==> src/rtl/mc_ctrl_pkg.sv <==
// Shared encodings for the multicycle MIPS control FSM: states, opcodes,
// datapath mux selects and the bundled control word.
package mc_ctrl_pkg;

  typedef enum logic [3:0] {
    S_IDLE      = 4'd0,
    S_FETCH     = 4'd1,
    S_DECODE    = 4'd2,
    S_MEM_ADDR  = 4'd3,
    S_MEM_RD    = 4'd4,
    S_MEM_WB    = 4'd5,
    S_MEM_WR    = 4'd6,
    S_EXEC_R    = 4'd7,
    S_R_WB      = 4'd8,
    S_BRANCH    = 4'd9,
    S_JUMP      = 4'd10,
    S_ADDI_EXEC = 4'd11,
    S_ADDI_WB   = 4'd12
  } state_e;

  localparam logic [5:0] OP_R    = 6'h00;
  localparam logic [5:0] OP_LW   = 6'h23;
  localparam logic [5:0] OP_SW   = 6'h2B;
  localparam logic [5:0] OP_BEQ  = 6'h04;
  localparam logic [5:0] OP_J    = 6'h02;
  localparam logic [5:0] OP_ADDI = 6'h08;

  localparam logic [1:0] ALUOP_ADD   = 2'b00;
  localparam logic [1:0] ALUOP_SUB   = 2'b01;
  localparam logic [1:0] ALUOP_FUNCT = 2'b10;

  localparam logic [1:0] ASB_B      = 2'b00;
  localparam logic [1:0] ASB_FOUR   = 2'b01;
  localparam logic [1:0] ASB_IMM    = 2'b10;
  localparam logic [1:0] ASB_IMM_SH = 2'b11;

  localparam logic [1:0] PCS_ALU    = 2'b00;
  localparam logic [1:0] PCS_ALUOUT = 2'b01;
  localparam logic [1:0] PCS_JUMP   = 2'b10;

  typedef struct packed {
    logic       pc_write;
    logic       pc_write_cond;
    logic       ir_write;
    logic       i_or_d;
    logic       mem_read;
    logic       mem_write;
    logic       mem_to_reg;
    logic       reg_dst;
    logic       reg_write;
    logic       alu_src_a;
    logic       addi_op;
    logic [1:0] alu_src_b;
    logic [1:0] alu_op;
    logic [1:0] pc_source;
    logic       instr_done;
    logic       illegal_op;
  } ctrl_t;

  function automatic logic op_supported(input logic [5:0] op, input logic jump_en);
    case (op)
      OP_R, OP_LW, OP_SW, OP_BEQ, OP_ADDI: return 1'b1;
      OP_J:                                return jump_en;
      default:                             return 1'b0;
    endcase
  endfunction

endpackage

==> src/rtl/mc_ctrl_decode.sv <==
// Combinational output decode: state (plus opcode/funct/rdy where a state
// completes conditionally) to the datapath control word.
module mc_ctrl_decode
  import mc_ctrl_pkg::*;
#(
  parameter bit SUPPORT_JUMP = 1'b1
) (
  input  state_e      i_state,
  input  logic [5:0]  i_opcode,
  input  logic [5:0]  i_funct,
  input  logic        i_rdy,
  output ctrl_t       o_ctrl
);

  always_comb begin
    o_ctrl = '0;
    case (i_state)
      S_FETCH: begin
        o_ctrl.mem_read  = 1'b1;
        o_ctrl.alu_src_b = ASB_FOUR;
        o_ctrl.ir_write  = i_rdy;
        o_ctrl.pc_write  = i_rdy;
      end
      S_DECODE: begin
        o_ctrl.alu_src_b  = ASB_IMM_SH;
        o_ctrl.illegal_op = ~op_supported(i_opcode, SUPPORT_JUMP);
        o_ctrl.instr_done = ~op_supported(i_opcode, SUPPORT_JUMP);
      end
      S_MEM_ADDR: begin
        o_ctrl.alu_src_a = 1'b1;
        o_ctrl.alu_src_b = ASB_IMM;
      end
      S_MEM_RD: begin
        o_ctrl.mem_read = 1'b1;
        o_ctrl.i_or_d   = 1'b1;
      end
      S_MEM_WB: begin
        o_ctrl.reg_write  = 1'b1;
        o_ctrl.mem_to_reg = 1'b1;
        o_ctrl.instr_done = 1'b1;
      end
      S_MEM_WR: begin
        o_ctrl.mem_write  = 1'b1;
        o_ctrl.i_or_d     = 1'b1;
        o_ctrl.instr_done = i_rdy;
      end
      S_EXEC_R: begin
        o_ctrl.alu_src_a  = 1'b1;
        o_ctrl.alu_op     = ALUOP_FUNCT;
        // nop (all-zero R-type) retires here without a writeback cycle
        o_ctrl.instr_done = (i_opcode == OP_R) && (i_funct == 6'h00);
      end
      S_R_WB: begin
        o_ctrl.reg_dst    = 1'b1;
        o_ctrl.reg_write  = 1'b1;
        o_ctrl.instr_done = 1'b1;
      end
      S_BRANCH: begin
        o_ctrl.alu_src_a     = 1'b1;
        o_ctrl.alu_op        = ALUOP_SUB;
        o_ctrl.pc_write_cond = 1'b1;
        o_ctrl.pc_source     = PCS_ALUOUT;
        o_ctrl.instr_done    = 1'b1;
      end
      S_JUMP: begin
        o_ctrl.pc_write   = 1'b1;
        o_ctrl.pc_source  = PCS_JUMP;
        o_ctrl.instr_done = 1'b1;
      end
      S_ADDI_EXEC: begin
        o_ctrl.alu_src_a = 1'b1;
        o_ctrl.alu_src_b = ASB_IMM;
        o_ctrl.addi_op   = 1'b1;
      end
      S_ADDI_WB: begin
        o_ctrl.reg_write  = 1'b1;
        o_ctrl.addi_op    = 1'b1;
        o_ctrl.instr_done = 1'b1;
      end
      default: o_ctrl = '0;
    endcase
  end

endmodule

==> src/rtl/multicycle_control.sv <==
// Multicycle MIPS main control: state register and sequencing; outputs come
// from mc_ctrl_decode. Memory states stall on mem_ready when enabled.
module multicycle_control
  import mc_ctrl_pkg::*;
#(
  parameter bit USE_MEM_READY = 1'b1,
  parameter bit SUPPORT_JUMP  = 1'b1
) (
  input  logic       clk,
  input  logic       rst,
  input  logic [5:0] opcode,
  input  logic [5:0] funct,
  input  logic       mem_ready,
  output logic       pc_write,
  output logic       pc_write_cond,
  output logic       ir_write,
  output logic       i_or_d,
  output logic       mem_read,
  output logic       mem_write,
  output logic       mem_to_reg,
  output logic       reg_dst,
  output logic       reg_write,
  output logic       alu_src_a,
  output logic       addi_op,
  output logic [1:0] alu_src_b,
  output logic [1:0] alu_op,
  output logic [1:0] pc_source,
  output logic       instr_done,
  output logic       illegal_op,
  output logic [3:0] state
);

  state_e r_state;
  state_e w_next;
  logic   w_rdy;
  ctrl_t  w_ctrl;

  assign w_rdy = mem_ready | ~USE_MEM_READY;

  always_ff @(posedge clk or posedge rst) begin
    if (rst) r_state <= S_IDLE;
    else     r_state <= w_next;
  end

  always_comb begin
    w_next = S_FETCH;
    case (r_state)
      S_IDLE:   w_next = S_FETCH;
      S_FETCH:  w_next = w_rdy ? S_DECODE : S_FETCH;
      S_DECODE: begin
        case (opcode)
          OP_LW, OP_SW: w_next = S_MEM_ADDR;
          OP_R:         w_next = S_EXEC_R;
          OP_BEQ:       w_next = S_BRANCH;
          OP_ADDI:      w_next = S_ADDI_EXEC;
          OP_J:         w_next = SUPPORT_JUMP ? S_JUMP : S_FETCH;
          default:      w_next = S_FETCH;
        endcase
      end
      S_MEM_ADDR:  w_next = (opcode == OP_SW) ? S_MEM_WR
                          : (opcode == OP_LW) ? S_MEM_RD : S_FETCH;
      S_MEM_RD:    w_next = w_rdy ? S_MEM_WB : S_MEM_RD;
      S_MEM_WR:    w_next = w_rdy ? S_FETCH : S_MEM_WR;
      S_EXEC_R:    w_next = ((opcode == OP_R) && (funct == 6'h00)) ? S_FETCH : S_R_WB;
      S_ADDI_EXEC: w_next = S_ADDI_WB;
      // every retiring state, and the unused encodings, return to FETCH
      default:     w_next = S_FETCH;
    endcase
  end

  mc_ctrl_decode #(.SUPPORT_JUMP(SUPPORT_JUMP)) u_decode (
    .i_state  (r_state),
    .i_opcode (opcode),
    .i_funct  (funct),
    .i_rdy    (w_rdy),
    .o_ctrl   (w_ctrl)
  );

  assign pc_write      = w_ctrl.pc_write;
  assign pc_write_cond = w_ctrl.pc_write_cond;
  assign ir_write      = w_ctrl.ir_write;
  assign i_or_d        = w_ctrl.i_or_d;
  assign mem_read      = w_ctrl.mem_read;
  assign mem_write     = w_ctrl.mem_write;
  assign mem_to_reg    = w_ctrl.mem_to_reg;
  assign reg_dst       = w_ctrl.reg_dst;
  assign reg_write     = w_ctrl.reg_write;
  assign alu_src_a     = w_ctrl.alu_src_a;
  assign addi_op       = w_ctrl.addi_op;
  assign alu_src_b     = w_ctrl.alu_src_b;
  assign alu_op        = w_ctrl.alu_op;
  assign pc_source     = w_ctrl.pc_source;
  assign instr_done    = w_ctrl.instr_done;
  assign illegal_op    = w_ctrl.illegal_op;
  assign state         = r_state;

endmodule

==> config.mk <==
export PLATFORM = sky130hd
export DESIGN_NAME = multicycle_control
export DESIGN_NICKNAME = d
export VERILOG_FILES = /design/src/rtl/mc_ctrl_pkg.sv /design/src/rtl/mc_ctrl_decode.sv /design/src/rtl/multicycle_control.sv
export SDC_FILE = /design/constraint.sdc
export NUM_CORES = 1
export LEC_CHECK = 0
export CAP_MARGIN = 20
export CORE_MARGIN = 1
export CORE_UTILIZATION = 38
export CTS_CLUSTER_DIAMETER = 80
export DETAILED_ROUTE_END_ITERATION = 10
export HOLD_SLACK_MARGIN = 0.05
export PLACE_DENSITY_LB_ADDON = 0.25
export SETUP_SLACK_MARGIN = 0.5
export SYNTH_ARGS = -nofsm -noshare
export SYNTH_HDL_FRONTEND = slang
export SYNTH_SLANG_ARGS = --single-unit
==> constraint.sdc <==
create_clock -name clk -period 2.95 [get_ports clk]
set_input_delay 0.59 -clock clk [delete_from_list [all_inputs] [get_ports clk]]
set_output_delay 0.59 -clock clk [all_outputs]
set_load 0.01 [all_outputs]
==> flow_metrics.tcl <==
set metrics [dict create \
    nets 151 \
    slew_violations 0 \
    relSlewSlack_pct 69.4 \
    period_needed_ps 2440 \
    path_clk_slew_ps 40 \
    post-route-drc-count 0 \
    die_w_um 41.6 \
    yosysWarnings 0 \
    clock_sinks 4 \
    cts_tree "yes" \
    synth_area_leaders "dfrtp_1 17%, nor2_1 8.8%, nand2b_1 6.3%" \
    arrival_ps 1850 \
    totalWireLength_mm 1.99 \
    fin_crit_sh_pct 82.8 \
    final_layout_size_suffix_gt1_share_pct 28.4 \
    hold_class "input pin to async pin" \
    dpl.cell_count 140 \
    dpl.hpwl_mm 1.42 \
    cp.required_ps 2360 \
    cts-root-buf "clkbuf_4" \
    cts_buffers 3 \
    netlist.top_cell.by_area "dfrtp_1" \
    n_fill_cell 90 \
    ir_worst_vdd_mv 0.270 \
    grt-ovfl-total 0 \
    postSynthNetCount 100 \
    pwr_density_cell_nw_per_um2 482 \
    synth_edf_count 0 \
    clock_path_buffers 2 \
    worst_setup_path_start_kind "input pin" \
    cp-end-kind "primary output" \
    final_area_um2 1110 \
    stdcell_count 149 \
    drtIter0Drc 20 \
    synth_ff_type "dfrtp_1" \
    wl_per_cell_um 13.4 \
    syn-cell-area_um2 597 \
    syn_area_per_cell_um2 7.02 \
    largest_register_ff_count 4 \
    seq_area_um2 106 \
    drt_first_pass_iters 4 \
    clock_skew_ps 3.51 \
    dpl_cell_area_um2 1030 \
    synth_top_area_share_pct 16.8 \
    setup_slack_ps 507 \
    synthCells 85 \
    die-area_um2 1730 \
    status "complete, no violations" \
    ios 38 \
    grt_pass1_vias 741 \
    antenna_found_initial 0 \
    r2r_cells 7 \
    maxCapViolCount 0 \
    area_growth_pct 86.4 \
    multi_input_area_um2 472 \
    tightest_slew_ps 455 \
    port_buffers 37 \
    ys_async_sr_fraction_pct 100 \
    seq_area_frac_synth_pct 16.8 \
    leakage_nw 0.485 \
    pre_cts_ws_ps -154 \
    detail-route-antenna-nets 0 \
    ctsHoldBuffers 0 \
    htreeDepth 1 \
    rsz0062_at_grt "true" \
    synth-seq-cells 4 \
    power_mw 0.536 \
    grt_max_degree 21 \
    die_h_um 41.6 \
    vias 827 \
    critPathKind "input pin to primary output" \
    row_count 13 \
    gp_congestion 0.900 \
    setup_viol 0 \
    initial_core_util_pct 43.2 \
    hold_violations 0 \
    cp_max_fo 2 \
    grt_pass1_wl_mm 3.11 \
    fmax_mhz 409 \
    grt_util_all_layers_pct 22.9 \
    insertedDiodeCount 0 \
    core_um2 1380 \
    worstSkewPairLatency_ps 240 \
    vias_per_cell 5.55 \
    yosysUniqueCellTypes 37 \
]
final timing paths:
path	from	end	slack [ps]
min in group clk	state[3]	state[2]	720
min reg2reg	state[3]	state[2]	720
min	rst	state[1]	550
max in group asynchronous	rst	state[3]	2240
max	funct[1]	instr_done	510
max reg2reg	state[3]	state[0]	1230
cells in the final DEF, fill, tap and decap left out, types with 2 or more instances in the layout:
cell type	instances
o211ai_1	2
o21ai_0	4
o22ai_1	2
clkdlybuf4s50_1	28
a21oi_1	2
clkbuf_4	3
nand2_1	3
clkbuf_2	2
buf_4	16
a31oi_1	2
and3_1	2
nor4_1	2
o21a_1	3
buf_6	2
dlymetal6s2s_1	2
a211oi_1	4
dfrtp_2	2
nor2_1	13
a21o_1	2
nor2b_1	2
nand2b_1	4
nor3_1	4
buf_2	3
inv_1	3
logic make-up after synthesis:
group / synth area share, %
xor gates and xnor gates: 2.94
AOI/OAI and AO/OA: 28.3
and+or+nand+nor: 43.2
buffers and inverters: 8.80
DFF: 16.8
per-layer routing:
metal / vias up / GRT usage (%) / wire length, µm / part of all wire, %
met5: - / 0 / 0 / 0
met4: 0 / 12.9 / 31 / 1.6
met1: 369 / 25.8 / 824 / 41
met2: 38 / 39.4 / 1000 / 50
li1: 414 / - / - / -
met3: 6 / 4.78 / 135 / 6.8
final cells by class:
| cell class | instances | share of cell area (%) |
|---|---|---|
| sequential | 4 | 9.56 |
| timing repair buffer | 54 | 43.3 |
| tap | 15 | 1.69 |
| inverter | 3 | 1.01 |
| multi-input combinational | 70 | 42.4 |
| clock buffer | 3 | 2.02 |
cells in the mapped netlist, types with 3 or more instances:
cell,count
nor2_1,14
o21a_1,3
nand2_1,3
a211oi_1,4
inv_1,3
nor3_1,4
dfrtp_1,4
buf_2,3
o21ai_0,4
nand2b_1,6
where the power goes:
| group | total, mW | switching (mW) | internal [mW] |
|---|---|---|---|
| registers | 0.0897 | 0.0211 | 0.0686 |
| clock network | 0.0689 | 0.0233 | 0.0456 |
| logic | 0.377 | 0.182 | 0.195 |
| total | 0.536 | 0.226 | 0.310 |
worst max-delay path: stages:
cell	delay [ps]
clkdlybuf4s50_1	390
nor4_1	450
nand4_1	190
nand3_1	100
buf_2	130
stage by stage:
step,hold slack (ps),util (%),setup TNS (ps)
2_1_floorplan,356,-,0
3_3_place_gp,717,74.3,-123
3_5_place_dp,720,74.3,-230
4_1_cts,546,77.2,0
5_1_grt,560,80.5,0
6_report,545,80.5,0
what timing repair did:
item	4_1_cts	5_1_grt
setup buffers	2	4
resized for setup	23	12
pin swaps	4	4
setup endpoints to repair	12	6
(Power assumes the default switching activity.)
